===== config.mk =====
export PLATFORM = sky130hd
export DESIGN_NAME = spi_bridge_master
export DESIGN_NICKNAME = d
export VERILOG_FILES = /design/src/rtl/spi_bridge_pkg.sv /design/src/rtl/spi_clk_gen.sv /design/src/rtl/spi_bridge_master.sv
export SDC_FILE = /design/constraint.sdc
export NUM_CORES = 1
export LEC_CHECK = 0
export CORE_MARGIN = 2
export CORE_UTILIZATION = 45
export DETAILED_ROUTE_END_ITERATION = 7
export GPL_ROUTABILITY_DRIVEN = 0
export PLACE_DENSITY = 0.64
export SETUP_SLACK_MARGIN = 0.02
export SLEW_MARGIN = 30
export SYNTH_ARGS = -nofsm -noshare
export SYNTH_HDL_FRONTEND = slang
export SYNTH_SLANG_ARGS = --single-unit

===== constraint.sdc =====
create_clock -name HCLK -period 2.9 [get_ports HCLK]
set_input_delay 0.435 -clock HCLK [delete_from_list [all_inputs] [get_ports HCLK]]
set_output_delay 0.435 -clock HCLK [all_outputs]
set_load 0.03 [all_outputs]

===== src/rtl/spi_bridge_pkg.sv =====
// ---------------------------------------------------------------------------
// spi_bridge_pkg
// Shared definitions for the AHB-to-SPI bridge (master FSM and AHB slave).
//   state_e      : master FSM states
//   FRAME_BITS   : SPI frame length {rw, cmd[7:0], data[31:0]}
//   HDR_BITS     : rw + command byte, always driven on MOSI
//   DATA_BITS    : data field width
//   RW_BIT, CMD_MSB, CMD_LSB : field positions inside a command word
// ---------------------------------------------------------------------------
package spi_bridge_pkg;

  typedef enum logic [2:0] {
    IDLE  = 3'd0,
    FETCH = 3'd1,
    LOAD  = 3'd2,
    SHIFT = 3'd3,
    PUSH  = 3'd4
  } state_e;

  localparam int FRAME_BITS = 41;
  localparam int HDR_BITS   = 9;
  localparam int DATA_BITS  = 32;

  localparam int RW_BIT  = 40;
  localparam int CMD_MSB = 39;
  localparam int CMD_LSB = 32;

endpackage : spi_bridge_pkg


===== src/rtl/spi_clk_gen.sv =====
// ---------------------------------------------------------------------------
// spi_clk_gen
// SPI mode-0 clock generator. While en_i is high, SCLK spends CLK_DIV HCLK
// cycles low then CLK_DIV cycles high, starting low. While en_i is low the
// divider and SCLK are held at zero.
// Ports:
//   HCLK, HRESETn : system clock, async active-low reset
//   en_i          : run the divider (frame in progress)
//   sclk_o        : registered SPI clock
//   rise_o        : high in the cycle whose closing HCLK edge raises SCLK
//   fall_o        : high in the cycle whose closing HCLK edge lowers SCLK
// ---------------------------------------------------------------------------
module spi_clk_gen #(
  parameter int unsigned CLK_DIV = 2
) (
  input  logic HCLK,
  input  logic HRESETn,
  input  logic en_i,
  output logic sclk_o,
  output logic rise_o,
  output logic fall_o
);

  localparam logic [7:0] DIV_LAST = 8'(CLK_DIV - 1);

  logic [7:0] div_q, div_d;
  logic       sclk_q, sclk_d;
  logic       wrap_s;

  // Divider count and SCLK toggle at the end of each half-period.
  always_comb begin
    wrap_s = (div_q == DIV_LAST);
    div_d  = div_q;
    sclk_d = sclk_q;
    if (!en_i) begin
      div_d  = 8'd0;
      sclk_d = 1'b0;
    end else if (wrap_s) begin
      div_d  = 8'd0;
      sclk_d = ~sclk_q;
    end else begin
      div_d  = div_q + 8'd1;
    end
  end

  // Divider and SCLK registers.
  always_ff @(posedge HCLK or negedge HRESETn) begin
    if (!HRESETn) begin
      div_q  <= 8'd0;
      sclk_q <= 1'b0;
    end else begin
      div_q  <= div_d;
      sclk_q <= sclk_d;
    end
  end

  // Strobes announce the toggle that the coming HCLK edge performs, so the
  // master updates MOSI/samples MISO on the same edge that moves SCLK.
  assign rise_o = en_i & wrap_s & ~sclk_q;
  assign fall_o = en_i & wrap_s &  sclk_q;
  assign sclk_o = sclk_q;

endmodule : spi_clk_gen


===== src/rtl/spi_bridge_master.sv =====
// ---------------------------------------------------------------------------
// spi_bridge_master
// Pops 41-bit command words from the write FIFO, sends each one as an SPI
// mode-0 frame (MSB first) and, for read commands, pushes the 32-bit word
// captured from MISO into the read FIFO.
// Ports:
//   HCLK, HRESETn        : system clock, async active-low reset
//   WriteFIFO_dout/empty : command word {rw, cmd, data} and empty flag
//   WriteFIFO_rd_en      : one-cycle pop (data valid the cycle after)
//   ReadFIFO_din/wr_en   : read word and one-cycle push
//   ReadFIFO_full        : read FIFO full, stalls the push
//   SCLK, MOSI, MISO     : SPI bus, SS_n active-low select
//   busy                 : high whenever the FSM is not in IDLE
// ---------------------------------------------------------------------------
module spi_bridge_master
  import spi_bridge_pkg::*;
#(
  parameter int unsigned CLK_DIV = 2
) (
  input  logic        HCLK,
  input  logic        HRESETn,
  input  logic [40:0] WriteFIFO_dout,
  input  logic        WriteFIFO_empty,
  output logic        WriteFIFO_rd_en,
  output logic [31:0] ReadFIFO_din,
  output logic        ReadFIFO_wr_en,
  input  logic        ReadFIFO_full,
  output logic        SCLK,
  output logic        MOSI,
  input  logic        MISO,
  output logic        SS_n,
  output logic        busy
);

  localparam logic [5:0] LAST_BIT  = 6'(FRAME_BITS - 1);
  localparam logic [5:0] HDR_LAST  = 6'(HDR_BITS - 1);
  localparam logic [5:0] HDR_COUNT = 6'(HDR_BITS);

  state_e      state_q, state_d;
  logic [40:0] shreg_q, shreg_d;
  logic [31:0] rx_q, rx_d;
  logic [5:0]  bit_cnt_q, bit_cnt_d;
  logic        rw_q, rw_d;
  logic        mosi_q, mosi_d;
  logic        ss_n_q, ss_n_d;
  logic        busy_q, busy_d;
  logic        rd_en_q, rd_en_d;
  logic        wr_en_q, wr_en_d;
  logic [31:0] din_q, din_d;

  logic        sclk_s, rise_s, fall_s;
  logic        shift_en_s;

  assign shift_en_s = (state_q == SHIFT);

  spi_clk_gen #(.CLK_DIV(CLK_DIV)) u_clk_gen (
    .HCLK    (HCLK),
    .HRESETn (HRESETn),
    .en_i    (shift_en_s),
    .sclk_o  (sclk_s),
    .rise_o  (rise_s),
    .fall_o  (fall_s)
  );

  // Next-state and registered-output logic for the frame sequencer.
  always_comb begin
    state_d   = state_q;
    shreg_d   = shreg_q;
    rx_d      = rx_q;
    bit_cnt_d = bit_cnt_q;
    rw_d      = rw_q;
    mosi_d    = mosi_q;
    ss_n_d    = ss_n_q;
    din_d     = din_q;
    rd_en_d   = 1'b0;
    wr_en_d   = 1'b0;

    case (state_q)
      IDLE: begin
        if (!WriteFIFO_empty) begin
          rd_en_d = 1'b1;
          state_d = FETCH;
        end else begin
          state_d = IDLE;
        end
      end

      FETCH: begin
        state_d = LOAD;
      end

      LOAD: begin
        shreg_d   = WriteFIFO_dout;
        rw_d      = WriteFIFO_dout[RW_BIT];
        mosi_d    = WriteFIFO_dout[RW_BIT];
        ss_n_d    = 1'b0;
        bit_cnt_d = 6'd0;
        rx_d      = 32'd0;
        state_d   = SHIFT;
      end

      SHIFT: begin
        // bit_cnt_q counts completed SCLK periods; periods 10..41 carry data.
        if (rise_s && (bit_cnt_q >= HDR_COUNT)) begin
          rx_d = {rx_q[30:0], MISO};
        end else begin
          rx_d = rx_q;
        end
        if (fall_s) begin
          bit_cnt_d = bit_cnt_q + 6'd1;
          // Rotate so bit 39 of the current word is next on MOSI.
          shreg_d   = {shreg_q[39:0], shreg_q[40]};
          if (bit_cnt_q == LAST_BIT) begin
            mosi_d  = 1'b0;
            ss_n_d  = 1'b1;
            state_d = rw_q ? IDLE : PUSH;
          end else if (rw_q || (bit_cnt_q < HDR_LAST)) begin
            mosi_d  = shreg_q[39];
          end else begin
            mosi_d  = 1'b0;
          end
        end else begin
          bit_cnt_d = bit_cnt_q;
        end
      end

      PUSH: begin
        if (!ReadFIFO_full) begin
          din_d   = rx_q;
          wr_en_d = 1'b1;
          state_d = IDLE;
        end else begin
          state_d = PUSH;
        end
      end

      default: begin
        state_d = IDLE;
        ss_n_d  = 1'b1;
        mosi_d  = 1'b0;
      end
    endcase

    busy_d = (state_d != IDLE);
  end

  // State and output registers.
  always_ff @(posedge HCLK or negedge HRESETn) begin
    if (!HRESETn) begin
      state_q   <= IDLE;
      shreg_q   <= 41'd0;
      rx_q      <= 32'd0;
      bit_cnt_q <= 6'd0;
      rw_q      <= 1'b0;
      mosi_q    <= 1'b0;
      ss_n_q    <= 1'b1;
      busy_q    <= 1'b0;
      rd_en_q   <= 1'b0;
      wr_en_q   <= 1'b0;
      din_q     <= 32'd0;
    end else begin
      state_q   <= state_d;
      shreg_q   <= shreg_d;
      rx_q      <= rx_d;
      bit_cnt_q <= bit_cnt_d;
      rw_q      <= rw_d;
      mosi_q    <= mosi_d;
      ss_n_q    <= ss_n_d;
      busy_q    <= busy_d;
      rd_en_q   <= rd_en_d;
      wr_en_q   <= wr_en_d;
      din_q     <= din_d;
    end
  end

  assign WriteFIFO_rd_en = rd_en_q;
  assign ReadFIFO_wr_en  = wr_en_q;
  assign ReadFIFO_din    = din_q;
  assign SCLK            = sclk_s;
  assign MOSI            = mosi_q;
  assign SS_n            = ss_n_q;
  assign busy            = busy_q;

endmodule : spi_bridge_master

; ---- Yosys cells after proc, flatten, opt, wreduce, memory -nomap -nowiden
; Cells that the tools add are included.
[word_totals]
register_bits = 129
output_inout_bits = 38
word_cells = 71
[classes]
n_addsub = 2
n_lt_le_gt_ge = 2
eq_ne = 10
mux = 27
n_bitwise = 6
n_reduce_logical = 11
[op_table]
columns = operator, n
row1 = $pmux 41 s2, 1
row2 = $pmux 32 s2, 1
row3 = $mux 41, 1
row4 = $mux 32, 1
row5 = $mux 8, 2
row6 = $pmux 3 s5, 1
row7 = $mux 1, 12
row8 = $mux 3, 4
row9 = $pmux 6 s2, 1
row10 = $add 8x1->8 const B, 1
row11 = $eq 8x1->1 const B, 1
row12 = $ne 2x2->1 const B, 4
row13 = $reduce_and 2->1, 4
row14 = $add 6x1->6 const B, 1
row15 = $eq 3x2->1 const B, 2
row16 = $eq 6x6->1 const B, 1
row17 = $ge 6x4->1 const B, 1
row18 = $lt 6x4->1 const B, 1
row19 = $mux 6, 1
row20 = $pmux 1 s3, 2
row21 = $and 1x1->1, 3
row22 = $eq 3x1->1 const B, 1
row23 = $eq 3x3->1 const B, 1
row24 = $logic_not 3->1, 1
row25 = other kinds (7), 9

; ---- Logic depth before layout (Yosys ltp)
[depth]
depth_word = 6
ltp_mapped = 8
ltp_nobuf = 6

; ---- Modules after synthesis
; A second synthesis with hierarchy kept.
[hier_totals]
hier_cells = 499
area_unflattened_um2 = 5779.3
[modules_own_cells]
columns = module, instances, cells_each, area_per_inst_um2, seq_area_each_um2
row1 = spi_bridge_master, 1, 454, 5332.6, 3004.1
row2 = spi_clk_gen, 1, 45, 446.7, 225.2

; ---- Least setup slack after synthesis
; No wires, ideal clock.
[synth_timing]
kind = register to register
from = register u_clk_gen.div_q[1]
to = register rx_q[10]
arrival_ps = 1891
t_required_ps = 2777
setup_slack_ps = 886
path_stages_with_launch = 9
path_cell_list = dfrtp_1 > inv_1 > ha_1 > nor4b_4 > o311ai_1 > or4_1 > buf_6 > buf_12 > mux2i_1
[synth_between]
elab_chain_cells = 6
[synth_rtl]
columns = item, line_no
row1 = from (decl), spi_clk_gen.sv:26  ; logic [7:0] div_q, div_d;
row2 = from (signal assigned), spi_clk_gen.sv:52  ; div_q <= div_d;
row3 = $eq 8x1->1, spi_clk_gen.sv:32  ; wrap_s = (div_q == DIV_LAST);
row4 = $and 1x1->1 (2 in a row), spi_clk_gen.sv:59  ; assign rise_o = en_i & wrap_s & ~sclk_q;
row5 = $logic_and 1x1->1, spi_bridge_master.sv:104  ; if (rise_s && (bit_cnt_q >= HDR_COUNT)) begin
row6 = $ne 2x2->1 (no line), -
row7 = $reduce_and 2->1 (no line), -
row8 = to (signal assigned), spi_bridge_master.sv:164  ; rx_q <= rx_d;
row9 = to (decl), spi_bridge_master.sv:41  ; logic [31:0] rx_q, rx_d;
; Every way passes these cells.
; A chain may end at the register's enable or synchronous reset.

; ---- Final worst setup path
[layout_timing]
from = register u_clk_gen.div_q[1]
to = register rx_q[7]
; Same word-level chain as after synthesis.

==> impl_results.md <==
* Core region area at ~13000 sq um
* Vias at ~3600
* Reg2reg end: rx_q[7]$_DFFE_PN0P_
* Starting density of the core at about 46%
* Mean number of vias per cell at around 4.9
* Ant diodes at 0
* Startpoint of the worst setup timing path: u_clk_gen.div_q[1]$_DFF_PN0_
* Nets at 598
* Post-synthesis instance area at about 6000 sq um
* Status: finished, final reports clean
* Share of the synthesized area in compound gates (AO/OA/AOI/OAI) at ~1.8%
* Endpoint class of the critical path: flip-flop
* Share of the cycle needed by the critical path after routing at 82.1%
* Number of synthesized flops with an enable pin at 0
* Final routed wire length divided by cell count at 14.2 microns
* Critical Path Sink: rx_q[7]$_DFFE_PN0P_
* Class of the worst hold path: in -> async
* Top-level port count at 84
* Largest vdd supply drop at 0.616 mV
* Simple logic cell fraction of the synthesized area at under 10%
* Transition time at the pin with the least slew margin at around 0.57 ns
* Highest clock rate at between 0.4 and 0.5 GHz
* DIE AREA at around 14000 sq um
* Hold violation total from the final report at 0
* Seq cells post-synth at 129
* Leak pwr at 0.00354 uW
* Post-synthesis cell count at roughly 460
* Relative slew slack at ~62%
* Maximum buffer depth of the clock tree at 2
* Post-Synthesis Mean Instance Area at between 10 and 15 sq um
* Reg area at roughly 3200 sq um
* Crit path required time at 3.17 ns
* Resize count post-CTS at 0
* Power density normalized to cell area at 766 nW/um^2
* Category of the critical setup timing path: reg -> reg
* Width of the chip at 118 microns
* Yosys cell types at 40
* Worst flop-to-flop path startpoint: u_clk_gen.div_q[1]$_DFF_PN0_
* Fraction of final layout cells sized beyond drive strength 1 at between 20% and 30%
* H-tree levels at 4
* Initial DRC count at between 100 and 150
* CTS tree: built
* Final global-route overflow total at 0
* Number of buffers inserted for hold repair after clock tree synthesis at 0
* Core Rows at between 40 and 50
* Setup Total Neg Slack at 0 ns
* Number of port buffers at between 80 and 90
* Floorplan die height at between 100 and 150 microns
* Number of antenna violations at the first check in global routing at 0
* Detailed-routing iteration count for the pre-antenna-repair pass at 4
* Warnings, synthesis at 0
* Clk Latency, worst-skew pair at 0.41 ns
* RSZ-0062 raised after global routing: false
* Total wire length at 10.4 mm
* Part of the Yosys area used for sequential elements at between 50% and 60%
* Area share of xor/xnor cells in the synthesized design at between 1 and 1.5%
* Wire length of the first global-routing pass at roughly 18 mm
* Clock-pin slew on the worst setup and hold paths at 0.05 ns
* Clock skew after layout at between 0.005 and 0.006 ns
* Clock root buffer master: clkbuf_16
* Syn_nets at ~520
* Kind of start point of the critical path: flip-flop
* Maximum number of pins on one net before global-route repair at between 50 and 60
* DRC violations left at 0
* Setup slack of the worst register-to-register path at ~0.52 ns
* WP data arrival at around 2.7 ns
* Largest fanout on the critical path at 32
* Number of setup violations in the final report at 0
* Remaining number of nets flagged by the antenna check after routing at 0
* TritonCTS Buffers at 17
* Fraction of the mapped netlist area in adder cells at approximately 1.1%
* DP Wirelength at around 6.9 mm
* Core utilization of the finished layout at 58.6%
* Number of maximum-capacitance constraint violations at 0
* Final slew viol count at 0
* Synthesis-to-finish area growth at 26.3%
* Post-route minimum period at between 2 and 2.5 ns
* Overall Global Routing Usage at 16.0%
* Most used DFF post-synth: dfrtp_1
* Number of sinks on the clock net at between 100 and 150
* Post-CTS setup buffer count at 0
* Total area of multi-input combinational cells at approximately 2400 sq um
* Count of filler cells inserted in the layout at between 1000 and 1500
* FFs w/ async S/R, synth at between 90% and 100%
* Vias in the first global route at around 3700
* Main combinational cell family by area after synthesis: multiplexers
* R2R depth at 7
* Mux share of post-synthesis cell area at 28.6%
report_power, final:
group / leakage [uW] / switching (uW) / total, uW / internal, uW
Combinational: 0.00155 / 419 / 1130 / 712
Clock: 0.000287 / 746 / 2140 / 1400
Sequential: 0.00171 / 248 / 2430 / 2190
registers in the layout (all words and copies together) (netlist names):
name,count
SS_n,1
WriteFIFO_rd_en,1
rw_q,1
state_q,3
busy,1
ReadFIFO_wr_en,1
shreg_q,41
u_clk_gen.sclk_o,1
rx_q,32
u_clk_gen.div_q,8
ReadFIFO_din,32
bit_cnt_q,6
MOSI,1
area by class of cell:
type	instances	share of cell area, %
Inverter	36	1.81
Clock buffer	23	6.28
Timing Repair Buffer	90	12.0
Multi-Input combinational cell	273	31.9
Sequential cell	129	43.3
Tap cell	172	2.89
Clock inverter	9	1.78
routing by layer:
layer | routed length [microns] | vias up | GRT usage [%]
met4 | 213 | 0 | 7.14
met5 | 0 | - | 0
met3 | 630 | 17 | 5.94
met2 | 4750 | 74 | 24.7
met1 | 4770 | 1767 | 20.1
li1 | - | 1746 | -
worst max-delay path, stage by stage, from the launching register on:
cell      delay [ns]
dfrtp_1         0.42
inv_1           0.07
ha_1            0.13
nor4b_4         0.33
o311ai_1        0.15
or4_2           0.61
buf_4           0.31
mux2i_1         0.18
cells in the mapped netlist (3+ instances only):
cell type	instances	share of area (%)
clkbuf_1	12	0.76
nor2_1	17	1.1
buf_2	10	0.85
nand2_1	41	2.6
mux2_2	118	23
dfrtp_1	128	54
buf_12	3	1.0
nand3_1	10	0.85
ha_1	5	1.1
inv_1	36	2.3
mux2i_1	36	6.1
xor2_1	6	0.89
o21ai_0	4	0.34
and3_1	3	0.32
nor3_1	3	0.25
nand2b_1	3	0.32
kinds of logic (layout without fill, tap and decap cells):
family | count (synthesis) | in the layout
adders and majority gates | 5 | 5
DFF | 129 | 129
AOI/OAI and AO/OA | 16 | 16
and+or+nand+nor | 91 | 91
buffers and inverters | 62 | 158
xor gates and xnor gates | 7 | 7
muxes | 154 | 154
layout by cell type (no fill, tap or decap), types with 2 or more instances in the layout:
cell type / netlist / final
clkdlybuf4s50_1: 0 / 82
a21oi_1: 2 / 2
clkbuf_16: 0 / 17
nor2_1: 17 / 16
a21o_1: 2 / 2
clkinv_4: 0 / 2
mux2_2: 118 / 118
buf_4: 0 / 7
mux2i_1: 36 / 36
nor3_1: 3 / 3
nand3_1: 10 / 10
inv_1: 36 / 36
nand2b_1: 3 / 3
clkbuf_8: 0 / 2
and3_1: 3 / 3
nor4_1: 2 / 2
bufinv_16: 0 / 3
clkinvlp_4: 0 / 2
clkbuf_1: 12 / 4
o21ai_0: 4 / 4
nand2_1: 41 / 41
ha_1: 5 / 5
nand4_1: 2 / 2
xor2_1: 6 / 6
clkinv_2: 0 / 2
dfrtp_1: 128 / 128
and4_1: 2 / 2
metrics by stage:
step | cells | setup slack (ns) | total power, uW | cell area [sq um] | hold slack (ns)
after detailed placement | 700 | 0.511 | 3610 | 6850 | 0.454
after global placement | 700 | 0.573 | 3560 | 6850 | 0.452
after floorplan | 464 | 0.886 | 3330 | 5900 | 0.139
after global routing | 732 | 0.319 | 6040 | 7450 | 0.0286
after CTS | 732 | 0.507 | 5780 | 7450 | 0.0119
final | 732 | 0.520 | 5710 | 7450 | 0.00181
worst min-delay path by stage:
| stage | from | to | slack, ns | depth (start not counted) |
|---|---|---|---|---|
| after floorplan | HRESETn | MOSI$_DFFE_PN0P_ | 0.14 | 0 |
| after global routing | HRESETn | rx_q[26]$_DFFE_PN0P_ | 0.03 | 1 |
| after CTS | HRESETn | rx_q[26]$_DFFE_PN0P_ | 0.01 | 1 |
| final | HRESETn | ReadFIFO_din[26]$_DFFE_PN0P_ | 0.002 | 1 |
| after detailed placement | HRESETn | ReadFIFO_wr_en$_DFF_PN0_ | 0.45 | 1 |
| after global placement | HRESETn | ReadFIFO_din[26]$_DFFE_PN0P_ | 0.45 | 1 |
(Power assumes the default switching activity.)
==> RTL edit, RTL diff (config.mk and constraints unchanged) <==
Take the reset off `shreg_q`, `rx_q` and `din_q` and load them in a clocked block of their own.
--- a/src/rtl/spi_bridge_master.sv
+++ b/src/rtl/spi_bridge_master.sv
@@ -148,8 +148,6 @@
   always_ff @(posedge HCLK or negedge HRESETn) begin
     if (!HRESETn) begin
       state_q   <= IDLE;
-      shreg_q   <= 41'd0;
-      rx_q      <= 32'd0;
       bit_cnt_q <= 6'd0;
       rw_q      <= 1'b0;
       mosi_q    <= 1'b0;
@@ -157,11 +155,8 @@
       busy_q    <= 1'b0;
       rd_en_q   <= 1'b0;
       wr_en_q   <= 1'b0;
-      din_q     <= 32'd0;
     end else begin
       state_q   <= state_d;
-      shreg_q   <= shreg_d;
-      rx_q      <= rx_d;
       bit_cnt_q <= bit_cnt_d;
       rw_q      <= rw_d;
       mosi_q    <= mosi_d;
@@ -169,8 +164,13 @@
       busy_q    <= busy_d;
       rd_en_q   <= rd_en_d;
       wr_en_q   <= wr_en_d;
-      din_q     <= din_d;
     end
+  end
+
+  always_ff @(posedge HCLK) begin
+    shreg_q <= shreg_d;
+    rx_q    <= rx_d;
+    din_q   <= din_d;
   end
 
   assign WriteFIFO_rd_en = rd_en_q;
Check against the original RTL: same outputs for any inputs over 10 cycles, from zero or initial values and one cycle with HRESETn low; that may be too few to reach the edited logic, so the function may still have changed.
==> RTL edit against the unedited design <==
Synthesized area down 12%. Sequential share of layout area up 12 points. Sequential cell count unchanged. Highest routed layer unchanged. Power down 13%. Setup slack worse by 0.20 ns. Critical endpoint is now rx_q[4]. Clock power down 3%. Routed wire length down 9.1%. Cell area down 8.8%.
==> RTL edit: results (changes against the unedited design) <==
status - completed (unchanged)
proportion of layout cells with a drive suffix above 1 - 0.0837 (was 0.293)
Post-Synthesis Cells - 409 (was 464)
fillers - 960 (was 1136)
wire per inst - 14.3 microns (was 14.2 microns)
via count - 3239 (was 3604)
maximum vdd drop - 0.409 mV (was 0.616 mV)
worst slack, placed - 0.330 ns (was 0.511 ns)
first-pass GRT wire length - 15500 microns (was 17700 microns)
Worst EP arrival - 2.68 ns (was 2.65 ns)
top cells by area, synth - edfxtp_1 61%, dfrtp_1 11%, nand2_1 9.6% (was dfrtp_1 54%, mux2_2 23%, mux2i_1 6.1%)
leakage - 2.58 nW (was 3.54 nW)
dpl cells - 626 (was 700)
max incr delay on CP - 0.49 ns (was 0.61 ns)
Clock Skews - 0.00657 ns (was 0.00594 ns)
NumNets Final - 553 (was 598)
syn_nets - 460 (was 515)
1st-iter DRT viols - 228 (was 128)
Post-synth top cells - 132 x nand2_1, 105 x edfxtp_1, 33 x and2_1, 23 x dfrtp_1, 19 x nor2_1 (was 128 x dfrtp_1, 118 x mux2_2, 41 x nand2_1, 36 x inv_1, 36 x mux2i_1)
Post-synth ARST share - 0.186 (was 1.00)
switching power share of the total - 0.241 (was 0.248)
first drt pass iteration count - 5 (was 4)
Global Route Usage Sum - 0.160 (about the same)
Worst-path clk slew - 0.06 ns
post-synthesis sequential area ratio - 0.725 (was 0.548)
Worst slew margin - 0.638 (was 0.621)
initial antenna violation count - 0 (unchanged)
root buffer cell - clkbuf_16 (unchanged)
non-filler instance count after layout - 657 (was 732)
Synth cell types - 41 (was 40)
largest net degree at the start of global routing - 45 (was 56)
critical path's slowest cell - or4b_4 (was or4_2)
Post-DP HPWL - 6100 microns (was 6910 microns)
## RTL edit: worst paths after layout
kind / start / slack, ns / end / cells past startpoint
min: HRESETn / 0.41 / bit_cnt_q[1] / 2
min reg2reg: rx_q[31] / 0.42 / ReadFIFO_din[31] / 0
min in group HCLK: rx_q[31] / 0.42 / ReadFIFO_din[31] / 0
max: u_clk_gen.div_q[1] / 0.32 / rx_q[4] / 7
max in group asynchronous: HRESETn / 2.20 / SS_n / 2
max reg2reg: u_clk_gen.div_q[1] / 0.32 / rx_q[4] / 7
## RTL edit: metal layers
| metal | track usage | up-vias | wire [microns] |
|---|---|---|---|
| met4 | 0.0642 | 0 | 134 |
| li1 | - | 1608 | - |
| met2 | 0.243 | 90 | 4310 |
| met5 | 0 | - | 0 |
| met1 | 0.217 | 1529 | 4440 |
| met3 | 0.0476 | 12 | 540 |
## RTL edit: worst max-delay path, delay by kind of cell, from the launching register on
family                   cells  cell delay, ns
buffers and inverters        2            0.29
AND/OR/NAND/NOR              2            0.94
AO/OA/AOI/OAI                2            0.47
flip-flops                   1            0.42
adder cells (fa/ha/maj)      1            0.16
## RTL edit: kinds of logic (layout without fill, tap and decap cells)
family	after synthesis	in the layout	synth area share
AOI/OAI and AO/OA	23	23	0.0288
muxes	3	3	0.00604
and+or+nand+nor	221	221	0.201
DFF	129	129	0.725
xor gates and xnor gates	7	7	0.0118
buffers and inverters	21	126	0.0152
adders and majority gates	5	5	0.0121
## RTL edit: power by group through the flow
| stage | sequential [W] | combinational, W | clock (W) |
|---|---|---|---|
| after detailed placement | 0.00236 | 0.000590 | 0 |
| after floorplan | 0.00236 | 0.000358 | 0 |
| after global routing | 0.00235 | 0.000657 | 0.00220 |
| after global placement | 0.00235 | 0.000575 | 0 |
| final | 0.00233 | 0.000588 | 0.00207 |
| after CTS | 0.00233 | 0.000595 | 0.00210 |
## RTL edit: layout make-up
cell class / instances / area (sq um) / area share
clock inverters: 14 / 148 / 0.0217
multi-input cells: 259 / 1380 / 0.202
inverters: 5 / 18.8 / 0.00276
flip-flops and latches: 129 / 3750 / 0.552
well taps: 143 / 179 / 0.0263
repair buffers: 90 / 896 / 0.132
clock buffers: 17 / 425 / 0.0626
## RTL edit: stage by stage
stage	cell area, sq um	power (W)
final	6800	0.00499
after global routing	6800	0.00520
after CTS	6800	0.00502
after detailed placement	6220	0.00295
after global placement	6220	0.00293
after floorplan	5190	0.00272
